**src/rtl/cache_arbiter.sv**
```systemverilog
// Round-robin arbiter sharing one cacheline adaptor between the I-cache and D-cache.
// One transaction outstanding downstream; request fields are latched at grant.
module cache_arbiter #(
    parameter int ADDR_W = 32,
    parameter int LINE_W = 256
) (
    input  logic              clk,
    input  logic              reset_n,

    input  logic [ADDR_W-1:0] i_pmem_address,
    input  logic              i_pmem_read,
    output logic [LINE_W-1:0] i_pmem_rdata,
    output logic              i_pmem_resp,

    input  logic [ADDR_W-1:0] d_pmem_address,
    input  logic              d_pmem_read,
    input  logic              d_pmem_write,
    input  logic [LINE_W-1:0] d_pmem_wdata,
    output logic [LINE_W-1:0] d_pmem_rdata,
    output logic              d_pmem_resp,

    output logic [ADDR_W-1:0] pmem_address,
    output logic              pmem_read,
    output logic              pmem_write,
    output logic [LINE_W-1:0] pmem_wdata,
    input  logic [LINE_W-1:0] pmem_rdata,
    input  logic              pmem_resp
);

    // state   | meaning
    // IDLE    | no transaction downstream; sample client requests
    // SERVE_I | I-cache read issued, waiting for pmem_resp
    // SERVE_D | D-cache read or write-back issued, waiting for pmem_resp
    typedef enum logic [1:0] {
        IDLE    = 2'd0,
        SERVE_I = 2'd1,
        SERVE_D = 2'd2
    } state_t;

    localparam logic [ADDR_W-1:0] LINE_MASK = {{(ADDR_W-5){1'b1}}, 5'b0};

    state_t state_q, state_d;
    logic   last_grant_q;     // 0: I served last, 1: D served last
    logic   i_pend, d_pend;
    logic   grant_i, grant_d;

    assign i_pend = i_pmem_read;
    assign d_pend = d_pmem_read | d_pmem_write;

    assign i_pmem_rdata = pmem_rdata;
    assign d_pmem_rdata = pmem_rdata;

    always_ff @(posedge clk or negedge reset_n) begin
        if (!reset_n) state_q <= IDLE;
        else          state_q <= state_d;
    end

    always_comb begin
        state_d     = state_q;
        grant_i     = 1'b0;
        grant_d     = 1'b0;
        i_pmem_resp = 1'b0;
        d_pmem_resp = 1'b0;
        case (state_q)
            IDLE: begin
                // D wins when alone, or on contention when I was served last
                if (d_pend && (!i_pend || !last_grant_q)) begin
                    grant_d = 1'b1;
                    state_d = SERVE_D;
                end else if (i_pend) begin
                    grant_i = 1'b1;
                    state_d = SERVE_I;
                end
            end
            SERVE_I: begin
                if (pmem_resp) begin
                    i_pmem_resp = 1'b1;
                    state_d     = IDLE;
                end
            end
            SERVE_D: begin
                if (pmem_resp) begin
                    d_pmem_resp = 1'b1;
                    state_d     = IDLE;
                end
            end
            default: state_d = IDLE;
        endcase
    end

    always_ff @(posedge clk or negedge reset_n) begin
        if (!reset_n) begin
            pmem_address <= '0;
            pmem_read    <= 1'b0;
            pmem_write   <= 1'b0;
            pmem_wdata   <= '0;
            last_grant_q <= 1'b0;
        end else if (grant_i) begin
            pmem_address <= i_pmem_address & LINE_MASK;
            pmem_read    <= 1'b1;
            pmem_write   <= 1'b0;
        end else if (grant_d) begin
            // read+write together is illegal; the write-back takes precedence
            pmem_address <= d_pmem_address & LINE_MASK;
            pmem_read    <= !d_pmem_write;
            pmem_write   <= d_pmem_write;
            if (d_pmem_write) pmem_wdata <= d_pmem_wdata;
        end else if (i_pmem_resp || d_pmem_resp) begin
            pmem_read    <= 1'b0;
            pmem_write   <= 1'b0;
            last_grant_q <= d_pmem_resp;
        end
    end

endmodule

```
**config.mk**
```make
export PLATFORM = sky130hd
export DESIGN_NAME = cache_arbiter
export DESIGN_NICKNAME = d
export VERILOG_FILES = /design/src/rtl/cache_arbiter.sv
export SDC_FILE = /design/constraint.sdc
export NUM_CORES = 1
export LEC_CHECK = 0
export BUFFER_PORTS_ARGS = -buffer_cell sky130_fd_sc_hd__buf_4
export CORE_AREA = 2 2 545 547
export CTS_BUF_LIST = sky130_fd_sc_hd__clkbuf_8
export DETAILED_ROUTE_END_ITERATION = 6
export DIE_AREA = 0 0 547 549
export GPL_ROUTABILITY_DRIVEN = 0
export PLACE_DENSITY = 0.3
export SLEW_MARGIN = 20
export SYNTH_ARGS = -nofsm -noshare
export SYNTH_HDL_FRONTEND = slang
export SYNTH_SLANG_ARGS = --single-unit
export TNS_END_PERCENT = 20
```
**constraint.sdc**
```tcl
create_clock -name clk -period 5.2 [get_ports clk]
set_input_delay 1.04 -clock clk [delete_from_list [all_inputs] [get_ports clk]]
set_output_delay 1.04 -clock clk [all_outputs]
set_load 0.02 [all_outputs]
```
Word level (Yosys, flattened, before mapping)
Cells that the tools add are included.
- register bits after elaboration: 293
- bits in latches: 0
- bits in writable memories: 0
- ROM bits: 0
- output and inout port bits: 804
- memories: 0
- $add $sub $neg: 0
- multiply operators: 0
- div/mod/pow operators: 0
- $lt $le $gt $ge: 0
- eq/ne operators: 4
- shift operators: 0
- muxes and demuxes: 19
- bitwise operators: 3
- reductions and logical operators: 13
- operators by type and width (kind ; count):
    32-bit 2-to-1 mux ; 2
    1-bit 2-to-1 mux ; 13
    2-bit 2-to-1 mux ; 3
    3-bit AND reduction ; 2
    2-bit case mux with 2 select lines ; 1
    1-bit zero test ; 3
    3-bit != test, second input constant ; 1
    3-bit nonzero test ; 1
    2-bit by 1-bit == test with 1-bit output, second input constant ; 1
    2-bit == test, second input constant ; 1
    2-bit zero test ; 1
    1-bit logical OR ; 2
    2-bit by 1-bit != test with 1-bit output, second input constant ; 1
    1-bit NOT ; 2
    2-bit AND reduction ; 1
    2-bit nonzero test ; 1
    2-bit OR reduction ; 1
    1-bit logical AND ; 1
    1-bit bitwise OR ; 1

Depth between registers and ports, before layout
- depth in word-level cells: 7
- gate-level depth with buffers: 8
- depth with buffers taken out: 5

Least setup slack after synthesis
No wires, ideal clock.
- kind: input -> output
- from: in pmem_resp
- to: out d_pmem_resp
- arrival time: 1.266 ns
- data required time: 4.160 ns
- path slack: 2.894 ns
- stages on the path: 1
- path buffers: 0
- cells stage by stage: and2_1
- longest elaborated chain between the ends: 2
- RTL lines (what ; RTL line ; text):
    start: declaration ; 27 ; input logic pmem_resp
    1-bit 2-to-1 mux ; 82 ; if (pmem_resp) begin
    1-bit 2-to-1 mux ; 64 ; case (state_q)
    end: declaration ; 20 ; output logic d_pmem_resp,
No other way between the ends.

Worst setup path in the final report
- from: reg state_q[0]
- to: out d_pmem_resp
- longest elaborated chain between the ends: 2
- RTL lines (what ; RTL line ; text):
    start: declaration ; 42 ; state_t state_q, state_d;
    start signal: assignment ; 55 ; else state_q <= state_d;
    2-bit == test ; 64 ;
    1-bit 2-to-1 mux ; 64 ;
No other way between the ends.

==> results by group <==
Logic synthesis
  – Yosys cell types: 30
  – Asr flop ratio synth: 100.0%
  – Largest family of logic cells by synthesized area: buffers and inverters
  – Share of synthesized area spent on multiplexers: 22.94%
  – XOR/XNOR share of the synthesized area: 0%
  – Syn Area/Cell: 13.48 sq um
  – Post-synthesis sequential area ratio: 45.27%
  – Ranking of synthesized cells by area: dfrtp_1 (45%), buf_4 (25%), mux2_4 (19%)
  – Most frequent cell after synthesis: buf_4
  – Synthesis Warnings: 0
  – Number of flops mapped to enable cells by yosys: 0
  – Post-Syn Instances: 1,181
  – #FFs+latches synth: 288
  – Compound-Gate Fraction of Synth Area: 2.256%
  – Post-Synth Simple-Gate Area: 1.375%
  – Most used DFF post-synth: dfrtp_1
  – Synthesized cell area: 0.01592 sq mm
  – Commonest cells in the netlist: buf_4 (520), dfrtp_1 (288), mux2_4 (202), mux2_2 (55), and2_1 (30)
  – Largest area contributor in the netlist: dfrtp_1
  – Post-synth top area share: 45.27%
  – Area share of fa/ha/maj cells after synthesis: 0.2358%

Power and ir drop
  – Combinational power share: 54.1%
  – Clock Power Share: 19.0%
  – VDD IR-drop max: 0.2434 mV
  – Power Total: 15.25 mW
  – Power Dens Cells: 675.3 mW/mm^2
  – Switching component of the power: 6.876 mW
  – Pint: 8.373 mW
  – Seq pwr share: 26.9%
  – Switch share: 45.09%
  – Pleak: 9.145 nW

Floorplan
  – Initial core utilization: 5.396%
  – Die W: 547 um
  – Core area: 0.2950 sq mm
  – Ports: 1,386
  – Placement row count: 200
  – Die H: 549 um
  – Die Area: 0.3003 sq mm

Worst hold path
  – Worst Hold Class: input port to asynchronous set/reset pin

Finish
  – Filler instances: 34,290
  – Final Cell Area: 0.02258 sq mm
  – Reg area: 0.007207 sq mm
  – Core Util, Final: 7.654%
  – Area growth syn-to-layout: 41.85%
  – Multi-input logic area: 0.004302 sq mm
  – Share of layout cells above drive strength 1: 71.20%
  – # nets final: 1,900

Clocking
  – Root Driver: clkbuf_8
  – Clock Sinks: 288
  – TritonCTS buffer count: 69
  – H-tree levels: 3
  – Post-CTS Setup Inserts: 0
  – CTS max path bufs: 3
  – Later-pin clock latency in the skew report: 770 ps
  – Hold_buf cts: 0
  – CTS tree: built
  – Clk pin slew, worst setup/hold paths: 60 ps
  – # resized after CTS: 0

Outcome
  – Outcome: finished, final reports clean

Global route
  – Initial antenna violation count: 116
  – Global route overflow: 0
  – Number of global-route vias before repair: 10,190
  – Routing usage on met2: 12.49%
  – GR peak layer: met2
  – Total Routing Usage GR: 8.654%
  – Met1 usage: 7.975%
  – Largest net degree at the start of global routing: 90
  – Met3 Track Usage GR: 9.165%
  – First-pass GRT wire length: 157,900 um

Drt
  – Drt total wl: 134,100 um
  – Routed vias: 9,868
  – Drt pass-1 iters: 6
  – DRC: 0
  – Number of vias per cell: 1.855
  – Post-route ant nets: 0
  – Initial DRC Count: 502
  – WL/cell: 25.21 um

STA
  – Max Fclk: 352.0 MHz
  – Unrepaired setup endpoints after global routing: no
  – Setup TNS Final: 0 ps
  – Final hold violation count: 0
  – Final setup vio count: 0
  – Final setup skew: 62.17 ps
  – Fin crit share: 54.64%
  – Slew Viols, Final: 0
  – Actual slew at the worst max-slew pin: 1038 ps
  – Max-Slew Margin vs Limit: 30.80%
  – Min Tclk post-route: 2841 ps

Placed design
  – Area after DPL: 0.02114 sq mm
  – Post-DP HPWL: 117,400 um
  – IO Port Bufs: 602

Critical path
  – CP Launch Type: register
  – CP max FO: 3
  – Setup CP Type: register to primary output
  – Critical path data required time: 4160 ps
  – Setup crit end kind: primary output
  – Crit path DAT: 1800 ps

Run
  – Max-Cap Viols: 0
cells by family (layout without fill, tap and decap cells):
family,count (synthesis),count (layout)
fa+ha+maj,3,3
mux,257,257
simple gates,35,35
buf+inv,558,734
flops,288,288
compound gates,39,39
other cells,1,26
layout by cell type, fill, tap and decap left out, types with 5 or more instances in the layout:
cell / Yosys / layout
mux2_2: 55 / 55
and2_1: 30 / 29
dfrtp_1: 288 / 288
clkbuf_8: 0 / 79
mux2_4: 202 / 202
diode_2: 0 / 21
conb_1: 1 / 5
buf_12: 22 / 6
a221o_1: 27 / 27
inv_1: 3 / 28
buf_4: 520 / 607
routing by layer:
metal	part of all wire (%)	vias up
met1	32	4420
li1	-	3737
met3	23	413
met5	0.58	-
met4	3.9	16
met2	41	1282
worst max-delay path: stages, from the launching register on:
cell     delay (ps)
dfrtp_1         380
inv_1           110
ha_1            170
and2_1          180
buf_4           230
power groups by stage:
| stage | combinational [mW] | clock, mW | sequential [mW] |
|---|---|---|---|
| after global placement | 8.67 | 0 | 4.12 |
| after global routing | 9.01 | 3.20 | 4.27 |
| final | 8.25 | 2.90 | 4.10 |
| after detailed placement | 8.62 | 0 | 4.14 |
| after floorplan | 3.27 | 0 | 5.42 |
| after CTS | 8.65 | 3.13 | 4.13 |
registers in the layout, summed over array words and instances (netlist names):
signal / flops
pmem_wdata: 256
state_q: 2
pmem_write: 1
pmem_read: 1
last_grant_q: 1
pmem_address: 27
per-stage QoR:
step / hold slack [ps] / setup WS (ps) / std cells
global placement: 495.6 / 2194 / 5183
CTS: 195.5 / 2161 / 5300
floorplan: 507.4 / 2894 / 1185
finish: 312.0 / 2359 / 5321
global route: 256.3 / 2146 / 5303
detailed placement: 493.5 / 2197 / 5183
final timing paths:
check | start | endpoint | slack, ps | cells after the start
max in group asynchronous | reset_n | pmem_wdata[104] | 3750 | 2
setup / recovery | state_q[0] | d_pmem_resp | 2360 | 4
min in group clk | i_pmem_address[13] | pmem_address[13] | 500 | 2
hold reg to reg | pmem_wdata[235] | pmem_wdata[235] | 510 | 1
setup reg to reg | state_q[0] | pmem_wdata[226] | 2550 | 6
hold / removal | reset_n | pmem_wdata[28] | 310 | 1
final cells by class:
cell class	instances	share of cell area, %
Antenna cell	21	0.2327
Timing Repair Buffer	614	20.78
Tap cell	3939	21.83
Clock buffer	79	4.815
Multi-Input combinational cell	339	19.05
Inverter	3	0.04987
Clock inverter	38	1.330
Sequential cell	288	31.92
Power figures use the tool's default switching activity.
